File: src/rtl/icache_ctrl.sv
// Direct-mapped instruction cache controller: 16 lines x 128 bits, 12-bit byte address,
// single outstanding line fill, saturating hit/miss counters.
module icache_ctrl (
  input  logic         clk,
  input  logic         reset_n,
  input  logic         cpu_req,
  input  logic [11:0]  cpu_addr,
  input  logic         cpu_flush,
  output logic [31:0]  cpu_rdata,
  output logic         cpu_ready,
  output logic         mem_req_out,
  output logic [7:0]   mem_addr_out,
  input  logic [127:0] mem_data_in,
  input  logic         mem_done_in,
  output logic [15:0]  hit_count,
  output logic [15:0]  miss_count
);

  typedef enum logic [1:0] {IDLE, COMPARE, FILL} state_t;

  state_t       state_reg;
  logic [9:0]   addr_reg;        // cpu_addr[11:2]; byte offset is never used
  logic [15:0]  valid_reg;
  logic         from_fill_reg;
  logic [15:0]  hit_count_reg;
  logic [15:0]  miss_count_reg;
  logic         mem_req_reg;
  logic [7:0]   mem_addr_reg;

  logic [127:0] data_mem [16];
  logic [3:0]   tag_mem  [16];
  logic [127:0] line_rd_reg;
  logic [3:0]   tag_rd_reg;

  logic [3:0]   idx;
  logic [3:0]   tag;
  logic         accept;
  logic         fill_done;
  logic         hit;
  logic [31:0]  word_sel;
  logic         unused_bits;

  assign idx         = addr_reg[5:2];
  assign tag         = addr_reg[9:6];
  assign accept      = (state_reg == IDLE) && cpu_req && !cpu_flush;
  assign fill_done   = (state_reg == FILL) && mem_done_in;
  assign hit         = (state_reg == COMPARE) && valid_reg[idx] && (tag_rd_reg == tag);
  assign unused_bits = ^cpu_addr[1:0];

  // Line and tag are read one cycle ahead (at acceptance) so COMPARE sees registered data;
  // a completing fill bypasses the array into the same read registers.
  always_ff @(posedge clk) begin
    if (fill_done) begin
      data_mem[idx] <= mem_data_in;
      tag_mem[idx]  <= tag;
      line_rd_reg   <= mem_data_in;
      tag_rd_reg    <= tag;
    end else if (accept) begin
      line_rd_reg   <= data_mem[cpu_addr[7:4]];
      tag_rd_reg    <= tag_mem[cpu_addr[7:4]];
    end
  end

  always_comb begin
    word_sel = '0;
    case (addr_reg[1:0])
      2'd0:    word_sel = line_rd_reg[31:0];
      2'd1:    word_sel = line_rd_reg[63:32];
      2'd2:    word_sel = line_rd_reg[95:64];
      default: word_sel = line_rd_reg[127:96];
    endcase
  end

  always_ff @(posedge clk or negedge reset_n) begin
    if (!reset_n) begin
      state_reg      <= IDLE;
      addr_reg       <= '0;
      valid_reg      <= '0;
      from_fill_reg  <= 1'b0;
      hit_count_reg  <= '0;
      miss_count_reg <= '0;
      mem_req_reg    <= 1'b0;
      mem_addr_reg   <= '0;
    end else begin
      case (state_reg)
        IDLE: begin
          if (cpu_flush) begin
            valid_reg <= '0;
          end else if (cpu_req) begin
            addr_reg      <= cpu_addr[11:2];
            from_fill_reg <= 1'b0;
            state_reg     <= COMPARE;
          end
        end
        COMPARE: begin
          if (hit) begin
            // The hit that completes a refill belongs to the miss already counted.
            if (!from_fill_reg && hit_count_reg != 16'hFFFF)
              hit_count_reg <= hit_count_reg + 16'd1;
            state_reg <= IDLE;
          end else begin
            if (miss_count_reg != 16'hFFFF)
              miss_count_reg <= miss_count_reg + 16'd1;
            mem_req_reg  <= 1'b1;
            mem_addr_reg <= addr_reg[9:2];
            state_reg    <= FILL;
          end
        end
        FILL: begin
          if (mem_done_in) begin
            valid_reg[idx] <= 1'b1;
            from_fill_reg  <= 1'b1;
            mem_req_reg    <= 1'b0;
            mem_addr_reg   <= '0;
            state_reg      <= COMPARE;
          end
        end
        default: state_reg <= IDLE;
      endcase
    end
  end

  assign cpu_ready    = hit;
  assign cpu_rdata    = hit ? word_sel : 32'd0;
  assign mem_req_out  = mem_req_reg;
  assign mem_addr_out = mem_addr_reg;
  assign hit_count    = hit_count_reg;
  assign miss_count   = miss_count_reg;

endmodule

File: config.mk
export PLATFORM = sky130hd
export DESIGN_NAME = icache_ctrl
export DESIGN_NICKNAME = d
export VERILOG_FILES = /design/src/rtl/icache_ctrl.sv
export SDC_FILE = /design/constraint.sdc
export NUM_CORES = 2
export LEC_CHECK = 0
export CORE_MARGIN = 4
export CORE_UTILIZATION = 55
export CTS_BUF_LIST = sky130_fd_sc_hd__clkbuf_4 sky130_fd_sc_hd__clkbuf_8 sky130_fd_sc_hd__clkbuf_16
export DETAILED_ROUTE_END_ITERATION = 12
export GPL_TIMING_DRIVEN = 0
export PLACE_DENSITY = 0.79
export SYNTH_ARGS = -nofsm -noshare
export SYNTH_HDL_FRONTEND = slang
export SYNTH_SLANG_ARGS = --single-unit
File: constraint.sdc
create_clock -name clk -period 15.3 [get_ports clk]
set_input_delay 1.53 -clock clk [delete_from_list [all_inputs] [get_ports clk]]
set_output_delay 1.53 -clock clk [all_outputs]
set_load 0.005 [all_outputs]
---- Word-level counts from Yosys, hierarchy flattened ----
Memories as Yosys holds them, arrays and structs flattened.
Index checks and enable logic that the tools add are counted.
Widths: inputs -> output; s select.
cells by class
  $add $sub $neg .......................... 2
  $lt $le $gt $ge ......................... 2
  equality and inequality tests ........... 12
  muxes and demuxes ....................... 30
  bitwise logic cells ..................... 3
  reductions and logical operators ........ 21
operators by type and width
  kind                   number
  $mux 128               2
  $pmux 32 s3            1
  $add 16x1->16 const B  2
  $mux 16                2
  $mux 32                1
  $ne 16x16->1 const B   2
  $pmux 16 s2            1
  $reduce_and 3->1       6
  $mux 8                 2
  $or 16x16->16          1
  $pmux 8 s2             1
  $ne 2x2->1 const B     5
  $mux 1                 9
  $mux 2                 4
  $mux 4                 2
  $logic_and 1x1->1      7
  $pmux 2 s3             1
  $reduce_bool 2->1      3
  $lt 4x5->1 const B     1
  $bmux 1 s4             1
  $demux 1 s4            1
  $eq 2x1->1 const B     2
  $eq 2x2->1 const B     2
  $eq 4x4->1             1
  6 further kinds        10
word-level totals
  flip-flop bits (word level) ............. 202
  RAM bits ................................ 2112
  input port bits ......................... 145
  output and inout port bits .............. 74
  word-level logic and storage cells ...... 82
  memories ................................ 2
memories
  memory    depth  width  rd ports  clocked after memory_dff  wr ports  line  RTL
  data_mem  16     128    1         0                         1         30    logic [127:0] data_mem [16];
  tag_mem   16     4      1         0                         1         31    logic [3:0] tag_mem [16];

---- Depth between registers and ports, before layout ----
  word-level depth ........................ 7
  mapped depth ............................ 11
  mapped depth without buffers ............ 7

---- Worst setup path before layout ----
No wires, ideal clock.
  path kind ............................... input to register
  from .................................... in mem_done_in
  to ...................................... mem data_mem[0][0], enable pin
  library setup time ...................... 787 ps
  arrival time ............................ 11380 ps
  data required time ...................... 14513 ps
  path slack .............................. 3133 ps
  stages on the path ...................... 5
  path buffers ............................ 1
  path through ............................ nand2b_1 or2_2 clkbuf_1 or3_1 nor3_1
between the ends
  word-level cells in the longest chain between the ends .. 3
RTL lines
  what                          line  RTL
  start: declaration            14    input logic mem_done_in,
  $logic_and 1x1->1             46    assign fill_done = (state_reg == FILL) && mem_done_in;
  $mux 1                        53    if (fill_done) begin
  $mux 1 (not written as such)  54    data_mem[idx] <= mem_data_in;
  end: declaration              30
Every way passes these cells.

---- Final worst setup path ----
  from .................................... reg addr_reg[7]
  to ...................................... out cpu_rdata[22]
between the ends
  word-level cells in the longest chain between the ends .. 3
RTL lines
  what                      line  RTL
  start: declaration        22    logic [9:0] addr_reg;
  start signal: assignment  90    addr_reg <= cpu_addr[11:2];
  $eq 4x4->1                47    assign hit = (state_reg == COMPARE) && valid_reg[idx] && (tag_rd_reg == tag);
  $logic_and 1x1->1         47
  $mux 32                   124   assign cpu_rdata = hit ? word_sel : 32'd0;
  end: declaration          9     output logic [31:0] cpu_rdata,
Every way passes these cells.

==> results by group <==
Synthesis
  – Post-Synth XOR/XNOR Area: 0.315%
  – EDFF count, synth: 2244
  – Synthesized instance count: 3909
  – Number of synthesis warnings: 0
  – Async S/R FF share, synth: 3.03%
  – Top cells by count, synth: edfxtp_1, mux4_2, nand2_1
  – Largest cells by area after synthesis: edfxtp_1, mux4_2, dfrtp_1
  – Largest family of logic cells by synthesized area: multiplexers
  – Sequential area share after synthesis: 77.7%
  – Cell taking the most area after synthesis: edfxtp_1
  – Yosys top cell area share: 75.7%
  – Distinct cell type count after synthesis: 42
  – Mux cell area share after synthesis: 17.7%
  – Simple-gate share of the synthesized area: 2.62%
  – Syn_nets: 4056
  – Synth Area in Compound Gates: 0.485%
  – Synth Flop Type: edfxtp_1
  – Synth Area in Adders: 0.0281%
  – Cell area after synthesis: 89000 sq um
  – Count leader, synth: edfxtp_1
  – Mapped Avg Cell Area: 22.8 sq um
  – Synth Register Bits: 2314

Outcome
  – Status: completed

Clock network
  – CTS tree: built
  – CTS sink count: 2314
  – CTS max path bufs: 3
  – H-tree Lvls: 4
  – Clk_lat worst skew: 860 ps
  – Clock buffer count from CTS: 212
  – Cts hold-fix bufs: 0
  – Root Buffer: clkbuf_16
  – Reg clk slew, reported paths: 60 ps
  – CTS resizes: 0
  – Post-CTS Setup Bufs: 0

Cells and area
  – Layout cells sized above 1: 28.0%
  – Fin nets: 4631
  – Filler cell count: 9795
  – Core Util, Final: 64.4%
  – Area growth, synth to finish: 16.3%
  – Largest register FFs: 2048

Floorplanning
  – Die H: 410 microns
  – Starting Density: 55.4%
  – Site Rows: 147
  – Die ar.: 168000 sq um
  – Die width: 410 microns
  – Top Ports: 219
  – Core area: 161000 sq um

Timing
  – Clock Skew: 51.7 ps
  – Tcrit/Tclk final: 39.8%
  – Period minus WS final: 6090 ps
  – RSZ-0062 raised after global routing: no
  – Final hold violations: 0
  – Worst-Margin Slew: 1430 ps
  – Final setup viols: 0
  – Final Slew Violations: 0
  – Fmax: 164 MHz
  – Rel. slew slack: 4.77%
  – Final setup TNS: 0 ps

Worst setup path
  – Req. time, crit path: 13770 ps
  – Reg2reg path depth: 10
  – Reg2reg setup slack: 10860 ps
  – Critical path class: reg -> out
  – FF-to-FF End: data_mem[0][66]$_DFFE_PP_
  – Worst r2r src: state_reg[0]$_DFFE_PN0P_
  – CP max FO: 20
  – Worst path arrival time: 4560 ps
  – CP Launch Type: flop
  – Setup crit end kind: output port

Global route
  – Largest net degree at the start of global routing: 71
  – Gr usage total: 30.2%
  – First-pass GRT wire length: 357000 microns
  – Remaining Overflow, GRT: 0
  – Vias in the first global route: 47.4k
  – Antenna violations before repair: 65

Min path
  – Hold Path Cell Cnt: 1
  – Hold Path End: hit_count[10]$_DFFE_PN0P_
  – Hold Path Class: reg -> reg
  – Hold path startpoint: hit_count[10]$_DFFE_PN0P_

Placed design
  – Port Buf Inserts: 212
  – Routability Congestion: 0.831
  – HPWL Detailed: 151000 microns

Routing
  – Number of DRC markers in iteration 0: 9277
  – Via-to-Cell Ratio: 6.83
  – Detailed Routing Iterations Pass 1: 6
  – Drt wl/cell: 36.8 microns
  – DR vias: 46.8k
  – Antenna-violating nets left: 0
  – DRC viols: 0
  – Final wirelength: 253000 microns

Power and ir drop
  – P_leak: 0.0332 uW
  – Total Power: 14500 uW
  – VDD IR max: 139 uV
  – PwrDens: 140 nW/um^2

Flow run
  – MaxCap Viol Count: 0
==> where the power goes <==
part           switching [uW]  internal [uW]
Combinational            1050            594
Clock                    2390           2980
Sequential                152           7330
Total                    3590          10900
==> area by class of cell <==
class | count | area [sq um] | area share, %
inverters | 4 | 15.0 | 0.0145
multi-input cells | 1381 | 19000 | 18.3
diodes | 40 | 100 | 0.0967
plain buffers | 210 | 1020 | 0.986
well taps | 2160 | 2700 | 2.61
flip-flops and latches | 2314 | 69100 | 66.8
clock buffers | 252 | 5690 | 5.50
clock inverters | 140 | 1250 | 1.21
repair buffers | 361 | 4620 | 4.46
==> through the flow <==
| stage | std cells | hold WS (ps) | area (sq um) | setup slack (ps) |
|---|---|---|---|---|
| after floorplan | 3909 | 463 | 89000 | 3130 |
| after global placement | 6281 | 473 | 93800 | -9100 |
| after detailed placement | 6430 | 480 | 96500 | 9640 |
| after CTS | 6822 | 496 | 103000 | 9380 |
| after global routing | 6838 | 509 | 103000 | 9090 |
| final | 6862 | 496 | 104000 | 9210 |
==> placed cells by master, fill, tap and decap left out, drive strengths merged, types with 30 or more instances in the layout <==
| master | n |
|---|---|
| mux2 | 30 |
| clkinv | 97 |
| diode | 40 |
| edfxtp | 2244 |
| nand2 | 383 |
| nor2b | 35 |
| dfrtp | 70 |
| clkdlybuf4s50 | 211 |
| clkbuf | 348 |
| nor2 | 42 |
| mux4 | 674 |
| buf | 264 |
==> kinds of logic after synthesis <==
kind of cell | after synthesis
buf+inv | 214
mux | 730
compound gates | 74
flops | 2314
xor+xnor | 32
fa+ha+maj | 2
simple gates | 543
==> worst max path at each step <==
stage                            startpoint                   endpoint  slack (ps)  depth (start not counted)
detailed placement              mem_done_in  data_mem[0][65]$_DFFE_PP_        9640                         11
global route        addr_reg[8]$_DFFE_PN0P_              cpu_rdata[23]        9090                          9
floorplan                       mem_done_in   data_mem[0][0]$_DFFE_PP_        3130                          5
finish              addr_reg[7]$_DFFE_PN0P_              cpu_rdata[22]        9210                          9
CTS                 addr_reg[8]$_DFFE_PN0P_              cpu_rdata[22]        9380                          9
global placement                mem_done_in  data_mem[0][63]$_DFFE_PP_       -9100                          6
==> critical path, cell delays in order (launching register included) <==
cell,delay (ps)
dfrtp_1,710
xor2_1,190
nor3_1,280
nand3_1,120
a21o_1,200
buf_6,170
buf_6,150
clkbuf_1,470
nor2b_1,750
clkdlybuf4s50_1,640
==> layer usage <==
layer  up-vias  GRT usage, %  wire (microns)
li1      17500             -               -
met1     24200          39.0           81500
met2      4280          46.4          119000
met3       829          10.4           37400
met4        36          15.1           14300
met5         -             0             268
Power figures use the tool's default switching activity.
